[config.mk]
export PLATFORM = sky130hd
export DESIGN_NAME = bram_matrix_reader_flat
export DESIGN_NICKNAME = d
export VERILOG_FILES = /design/src/rtl/bram_matrix_reader_if.sv /design/src/rtl/bram_matrix_reader.sv /design/src/flat_wrapper.sv
export SDC_FILE = /design/constraint.sdc
export NUM_CORES = 1
export LEC_CHECK = 0
export BUFFER_PORTS_ARGS = -buffer_cell sky130_fd_sc_hd__buf_4
export CAP_MARGIN = 20
export CORE_ASPECT_RATIO = 0.5
export CORE_MARGIN = 4
export CORE_UTILIZATION = 49
export DETAILED_ROUTE_END_ITERATION = 10
export HOLD_SLACK_MARGIN = 0.05
export PLACE_DENSITY = 0.86
export SYNTH_ARGS = -nofsm -noshare
export SYNTH_HDL_FRONTEND = slang
export SYNTH_SLANG_ARGS = --single-unit
[constraint.sdc]
create_clock -name clk -period 2.9 [get_ports clk]
set_input_delay 0 -clock clk [delete_from_list [all_inputs] [get_ports clk]]
set_output_delay 0 -clock clk [all_outputs]
set_load 0.05 [all_outputs]
[src/rtl/bram_matrix_reader_if.sv]
// Bus bundle between the matrix reader, its BRAM read port and the
// downstream operand stream.
//   bram_en / bram_we / bram_addr : BRAM port controls driven by the reader
//   bram_dout                     : BRAM read data, valid one cycle after bram_en
//   m_valid / m_ready             : stream handshake
//   m_data / m_vec_last / m_last  : stream payload and row/column/matrix tags
// master = reader side, slave = memory + sink side.
interface bram_matrix_reader_if #(
  parameter int ADDR_WIDTH = 4,
  parameter int DATA_WIDTH = 32
);
  logic                  bram_en;
  logic                  bram_we;
  logic [ADDR_WIDTH-1:0] bram_addr;
  logic [DATA_WIDTH-1:0] bram_dout;
  logic                  m_valid;
  logic                  m_ready;
  logic [DATA_WIDTH-1:0] m_data;
  logic                  m_vec_last;
  logic                  m_last;

  modport master (
    output bram_en, bram_we, bram_addr, m_valid, m_data, m_vec_last, m_last,
    input  bram_dout, m_ready
  );

  modport slave (
    input  bram_en, bram_we, bram_addr, m_valid, m_data, m_vec_last, m_last,
    output bram_dout, m_ready
  );
endinterface

[src/rtl/bram_matrix_reader.sv]
// Read-side BRAM master: on start, walks a ROWS x COLS matrix stored row-major
// from base_addr and streams it out, in row order or (transpose=1) column order.
// A 2-entry output FIFO absorbs the one-cycle BRAM read latency and downstream
// backpressure; reads are only issued when a FIFO slot is guaranteed.
// Ports:
//   clk, rst_n  : clock, asynchronous active-low reset
//   start       : begin a transfer (sampled only in IDLE)
//   base_addr   : address of element (0,0), sampled with start
//   transpose   : 0 row order, 1 column order, sampled with start
//   busy        : transfer in progress (ISSUE or DRAIN)
//   done        : one-cycle pulse after the final beat is accepted
//   bus         : BRAM read port and output stream (master modport)
module bram_matrix_reader #(
  parameter int ADDR_WIDTH = 4,
  parameter int DATA_WIDTH = 32,
  parameter int ROWS       = 4,
  parameter int COLS       = 4
) (
  input  logic                  clk,
  input  logic                  rst_n,
  input  logic                  start,
  input  logic [ADDR_WIDTH-1:0] base_addr,
  input  logic                  transpose,
  output logic                  busy,
  output logic                  done,
  bram_matrix_reader_if.master  bus
);
  localparam int RW = (ROWS > 1) ? $clog2(ROWS) : 1;
  localparam int CW = (COLS > 1) ? $clog2(COLS) : 1;

  typedef enum logic [1:0] {S_IDLE, S_ISSUE, S_DRAIN, S_DONE} state_t;

  state_t                state, state_nx;
  logic [RW-1:0]         r_cnt;
  logic [CW-1:0]         c_cnt;
  logic [ADDR_WIDTH-1:0] base_q;
  logic                  trans_q;
  logic                  inflight_q;
  logic                  tag_vl_q;
  logic                  tag_last_q;
  logic [DATA_WIDTH-1:0] head_data, tail_data;
  logic                  head_vl, head_last, tail_vl, tail_last;
  logic [1:0]            fifo_count;
  logic [2:0]            occupancy;
  logic                  r_end, c_end, issue_vl, issue_last;
  logic                  issue, push, pop;
  logic [ADDR_WIDTH-1:0] cur_addr;

  assign r_end      = (r_cnt == RW'(ROWS - 1));
  assign c_end      = (c_cnt == CW'(COLS - 1));
  assign issue_vl   = trans_q ? r_end : c_end;
  // The final element is (ROWS-1, COLS-1) in both walk orders.
  assign issue_last = r_end & c_end;
  // Truncation to ADDR_WIDTH gives the intended modulo wrap.
  assign cur_addr   = base_q + ADDR_WIDTH'(r_cnt) * ADDR_WIDTH'(COLS) + ADDR_WIDTH'(c_cnt);

  assign push = inflight_q;
  assign pop  = bus.m_valid & bus.m_ready;
  // Words that will be held once this cycle's pop and the pending read land.
  assign occupancy = 3'(fifo_count) + 3'(inflight_q) - 3'(pop);

  assign bus.m_valid    = (fifo_count != 2'd0);
  assign bus.m_data     = head_data;
  assign bus.m_vec_last = bus.m_valid & head_vl;
  assign bus.m_last     = bus.m_valid & head_last;
  assign bus.bram_en    = issue;
  assign bus.bram_we    = 1'b0;
  assign bus.bram_addr  = issue ? cur_addr : '0;
  assign busy           = (state == S_ISSUE) || (state == S_DRAIN);
  assign done           = (state == S_DONE);

  // State register.
  always_ff @(posedge clk or negedge rst_n) begin
    if (!rst_n) state <= S_IDLE;
    else        state <= state_nx;
  end

  // Next state and read issue; a read goes out only when a FIFO slot is
  // guaranteed for it one cycle later.
  always_comb begin
    state_nx = state;
    issue    = 1'b0;
    case (state)
      S_IDLE:  if (start) state_nx = S_ISSUE;
      S_ISSUE: begin
        if (occupancy < 3'd2) begin
          issue = 1'b1;
          if (issue_last) state_nx = S_DRAIN;
        end
      end
      S_DRAIN: if (pop && head_last) state_nx = S_DONE;
      default: state_nx = S_IDLE;
    endcase
  end

  // Walk counters, captured transfer parameters and the tag pipeline that
  // carries vec_last/last alongside the outstanding read.
  always_ff @(posedge clk or negedge rst_n) begin
    if (!rst_n) begin
      r_cnt      <= '0;
      c_cnt      <= '0;
      base_q     <= '0;
      trans_q    <= 1'b0;
      inflight_q <= 1'b0;
      tag_vl_q   <= 1'b0;
      tag_last_q <= 1'b0;
    end else begin
      inflight_q <= issue;
      tag_vl_q   <= issue_vl;
      tag_last_q <= issue_last;
      if (state == S_IDLE && start) begin
        base_q  <= base_addr;
        trans_q <= transpose;
        r_cnt   <= '0;
        c_cnt   <= '0;
      end else if (issue) begin
        if (!trans_q) begin
          if (c_end) begin
            c_cnt <= '0;
            r_cnt <= r_cnt + RW'(1);
          end else begin
            c_cnt <= c_cnt + CW'(1);
          end
        end else begin
          if (r_end) begin
            r_cnt <= '0;
            c_cnt <= c_cnt + CW'(1);
          end else begin
            r_cnt <= r_cnt + RW'(1);
          end
        end
      end
    end
  end

  // Two-entry FIFO kept as head/tail registers; the head drives the stream
  // directly so the payload stays put while the sink stalls.
  always_ff @(posedge clk or negedge rst_n) begin
    if (!rst_n) begin
      head_data  <= '0;
      head_vl    <= 1'b0;
      head_last  <= 1'b0;
      tail_data  <= '0;
      tail_vl    <= 1'b0;
      tail_last  <= 1'b0;
      fifo_count <= 2'd0;
    end else begin
      case ({push, pop})
        2'b10: begin
          if (fifo_count == 2'd0) begin
            head_data <= bus.bram_dout;
            head_vl   <= tag_vl_q;
            head_last <= tag_last_q;
          end else begin
            tail_data <= bus.bram_dout;
            tail_vl   <= tag_vl_q;
            tail_last <= tag_last_q;
          end
          fifo_count <= fifo_count + 2'd1;
        end
        2'b01: begin
          head_data  <= tail_data;
          head_vl    <= tail_vl;
          head_last  <= tail_last;
          fifo_count <= fifo_count - 2'd1;
        end
        2'b11: begin
          if (fifo_count == 2'd1) begin
            head_data <= bus.bram_dout;
            head_vl   <= tag_vl_q;
            head_last <= tag_last_q;
          end else begin
            head_data <= tail_data;
            head_vl   <= tail_vl;
            head_last <= tail_last;
            tail_data <= bus.bram_dout;
            tail_vl   <= tag_vl_q;
            tail_last <= tag_last_q;
          end
        end
        default: ;
      endcase
    end
  end
endmodule
[src/flat_wrapper.sv]
// flat-port wrapper written by rule: the top's interface ports become plain ports
module bram_matrix_reader_flat 
#(
  parameter int ADDR_WIDTH = 4,
  parameter int DATA_WIDTH = 32,
  parameter int ROWS       = 4,
  parameter int COLS       = 4
)
  (clk, rst_n, start, base_addr, transpose, busy, done, bus_bram_en, bus_bram_we, bus_bram_addr, bus_m_valid, bus_m_data, bus_m_vec_last, bus_m_last, bus_bram_dout, bus_m_ready);
  bram_matrix_reader_if #(.ADDR_WIDTH(ADDR_WIDTH), .DATA_WIDTH(DATA_WIDTH)) bus_i ();
  input  logic clk;
  input  logic rst_n;
  input  logic start;
  input  logic [ADDR_WIDTH-1:0] base_addr;
  input  logic transpose;
  output logic busy;
  output logic done;
  output wire logic [$bits(bus_i.bram_en)-1:0] bus_bram_en;
  output wire logic [$bits(bus_i.bram_we)-1:0] bus_bram_we;
  output wire logic [$bits(bus_i.bram_addr)-1:0] bus_bram_addr;
  output wire logic [$bits(bus_i.m_valid)-1:0] bus_m_valid;
  output wire logic [$bits(bus_i.m_data)-1:0] bus_m_data;
  output wire logic [$bits(bus_i.m_vec_last)-1:0] bus_m_vec_last;
  output wire logic [$bits(bus_i.m_last)-1:0] bus_m_last;
  input wire logic [$bits(bus_i.bram_dout)-1:0] bus_bram_dout;
  input wire logic [$bits(bus_i.m_ready)-1:0] bus_m_ready;
  assign bus_bram_en = bus_i.bram_en;
  assign bus_bram_we = bus_i.bram_we;
  assign bus_bram_addr = bus_i.bram_addr;
  assign bus_m_valid = bus_i.m_valid;
  assign bus_m_data = bus_i.m_data;
  assign bus_m_vec_last = bus_i.m_vec_last;
  assign bus_m_last = bus_i.m_last;
  assign bus_i.bram_dout = bus_bram_dout;
  assign bus_i.m_ready = bus_m_ready;
  bram_matrix_reader #(.ADDR_WIDTH(ADDR_WIDTH), .DATA_WIDTH(DATA_WIDTH), .ROWS(ROWS), .COLS(COLS)) u_core (.clk(clk), .rst_n(rst_n), .start(start), .base_addr(base_addr), .transpose(transpose), .busy(busy), .done(done), .bus(bus_i));
endmodule
==> out/metrics.cfg <==
[status]
result_of_the_run=finished clean

[floorplanning]
design.core.area_um2=7432
row_count=22
ioPinCount=84
die_h_um=70.26
die-area_um2=9311
start_util_pct=51.11
die_width_um=132.5

[critical_path]
timing.critical_path.mode_cell=ha_4
cp_endpoint_kind=primary output
critical_path_arrival_ns=2.79
max_incr_delay_on_cp_ns=0.59
worstPathCellList=inv_1, ha_4, nor2b_4, ha_4, nand2b_4, fa_2, nand2_2, or2_4, clkinvlp_4, and2_4, buf_8
critical_path.n_buffers_inverters=3
crit_path_top_delay_cell=fa_2
critPathTopFamily=adder cells
critical_path_required_ns=2.90
start_kind=flop
critical_path_class=flop to primary output
critical_path_peak_fanout=6

[power_and_ir_drop]
leakage_nw=2.470
power.clock.fraction_pct=15.5
sw_frac_of_total_pct=43.83
cellInternalPower_mw=3.778
power.net_switching_mw=2.947
seqPwrFrac_pct=30.8
combPwrFrac_pct=53.7
cellPowerDensity_nw_per_um2=1256
peakVddDrop_uv=586.2

[min_path]
worst_min_delay_path_category=input port to async pin

[grt]
vias_in_the_first_global_route=3090
grt_util_all_layers_pct=19.79
grt_start_max_net_pins=85
grt_pass1_wl_um=14900
globalRoute.totalOverflow=0
number_of_antenna_violations_at_the_first_check_in_global_routing=0

[clock_network]
htreeDepth=3
root_buffer_cell=clkbuf_16
cts_tree=built
clk_transition_reported_paths_ns=0.06
ctsLongestPathBuffers=2
number_of_sinks_handled_by_clock_tree_synthesis=84
cts_made_buffers=9
insertion_delay_ns=0.33

[route]
sum_of_routed_wire_segments_on_met1_um=3797
top_layer_used=met4
route.vias.total=2931
detail_route.wl_per_cell_um=15.89
detailedRoute.firstIterationViolations=123
met2RoutedLength_um=4574
avgViaCountPerCell=5.234
ant_nets=0
drcViolationCount=0
detail_route.wirelength_um=8897
detail_route.first_pass.iterations=5
wl_met3_um=294

[finish]
diodes=0
fin_cells=560
area_growth_syn_to_layout_pct=40.94
utilization_pct=72.04
nFillCells=512
drive_gt1_share_pct=35.78
layout.nets=516

[sta]
slew_viols_final=0
setup_ws_ns=0.1086
fin_crit_sh_pct=96.26
final-setup-viol-count=0
fin_worst_skew_ns=0.005689
timing.fmax_ghz=0.3582
post-route-min-period_ns=2.791
report.final.hold_viol_count=0

[yosys]
synth-edff-count=0
synthDominantAreaCellType=dfrtp_1
synth_common_cells=dfrtp_1, nand2_1, mux2_2, o21ai_0, a22oi_1
post-synth-top-count-cell=dfrtp_1
synthesis.yosys.warnings=0
count_of_different_cell_masters_after_synthesis=34
share_of_the_synthesized_area_in_the_top_cell_type_pct=55.34
avgSynthCellArea_um2=11.48
mappedNetlistArea_um2=3799
synth_ff_type=dfrtp_1
seq_area_frac_synth_pct=55.34
postSynthNetCount=388
ys_seq_elements=84
cells_after_synthesis=331
postSynth.asyncResetShare_pct=100.0
ys_top_cells_by_area=dfrtp_1, mux2_2, a22oi_1

[run]
max-cap-violations=0

[place]
preCtsSetupSlack_ns=0.09130
hpwl_after_detailed_placement_um=5517
place.gp.congestion=0.7688
place.port_buffers=82
placed_cells_incl_taps=499

==> power by group through the flow <==
stage / Combinational (mW) / Clock [mW] / Sequential [mW]
floorplan: 1.75 / 0 / 2.74
global placement: 3.32 / 0 / 2.05
detailed placement: 3.41 / 0 / 2.09
CTS: 3.51 / 1.06 / 2.06
global route: 3.91 / 1.11 / 2.14
finish: 3.61 / 1.04 / 2.07
==> sequential cells by signal, summed over array words and instances (netlist names), 2 cells and up <==
| name | flops |
|---|---|
| u_core.tail_data | 32 |
| u_core.fifo_count | 2 |
| u_core.state | 2 |
| u_core.r_cnt | 2 |
| u_core.bus.m_data | 32 |
| u_core.base_q | 4 |
| u_core.c_cnt | 2 |
==> per-layer routing <==
layer,global-route usage (%),vias to the layer above
met2,34.44,70
met1,23.93,1423
met4,7.949,0
li1,-,1416
met3,4.676,22
met5,0,-
==> layout make-up <==
type	count	area, µm²	area share [%]
multi-input cells	215	1647	30.75
well taps	96	120.1	2.244
inverters	12	48.80	0.9114
clock inverters	6	41.29	0.7712
repair buffers	137	1166	21.78
flip-flops and latches	84	2102	39.26
clock buffers	10	229.0	4.277
==> path summary, 6_finish.rpt <==
| kind | start | end | slack (ns) | cells past startpoint |
|---|---|---|---|---|
| hold reg to reg | u_core.bus.m_data[13] | u_core.bus.m_data[13] | 0.48 | 2 |
| setup reg to reg | u_core.fifo_count[0] | u_core.c_cnt[0] | 0.14 | 10 |
| min in group clk | bus_m_ready | u_core.fifo_count[0] | 0.17 | 4 |
| max in group asynchronous | rst_n | u_core.bus.m_data[14] | 2.26 | 3 |
| hold / removal | rst_n | u_core.r_cnt[1] | 0.06 | 2 |
| setup / recovery | u_core.fifo_count[0] | bus_bram_addr[0] | 0.11 | 11 |
==> cells in the final DEF (no fill, tap or decap), types with 4 or more instances in the layout <==
cell type and count:
ha_1 12, dlygate4sd3_1 39, nor2b_1 4, a22oi_1 35, inv_1 10, dfrtp_1 84
clkinvlp_4 4, mux2_2 39, o21ai_0 36, nor2_1 6, nand2_1 43, xnor2_1 4
buf_4 95, clkbuf_16 9
==> metrics by stage <==
stage          TNS [ns]  hold slack, ns  power (mW)  area, µm²
2_1_floorplan         0         -0.2956       4.500       3821
3_3_place_gp          0          0.2082       5.365       4584
3_5_place_dp          0          0.2329       5.497       4584
4_1_cts               0          0.1541       6.638       5280
5_1_grt        -0.02434         0.07224       7.156       5354
6_report              0         0.05911       6.725       5354
==> cells by family (layout without fill, tap and decap cells) <==
| group | after synthesis | after routing | share of synthesized area [%] |
|---|---|---|---|
| muxes | 42 | 42 | 12.35 |
| DFF | 84 | 84 | 55.34 |
| and+or+nand+nor | 67 | 67 | 7.806 |
| adders and majority gates | 16 | 16 | 5.665 |
| AOI/OAI and AO/OA | 83 | 83 | 13.77 |
| buffers and inverters | 32 | 165 | 3.590 |
| xor gates and xnor gates | 6 | 6 | 1.383 |
| other | 1 | 1 | 0.09872 |
==> what timing repair did <==
action                                  in CTS  in global routing
setup buffers                                2                  4
hold endpoints to repair                   154                  0
gates cloned                                 0                  0
resized for setup                            5                  6
endpoints found under the setup margin       5                  5
pin swaps                                    0                  2
hold buffers                                39                  0
Power figures use the tool's default switching activity.
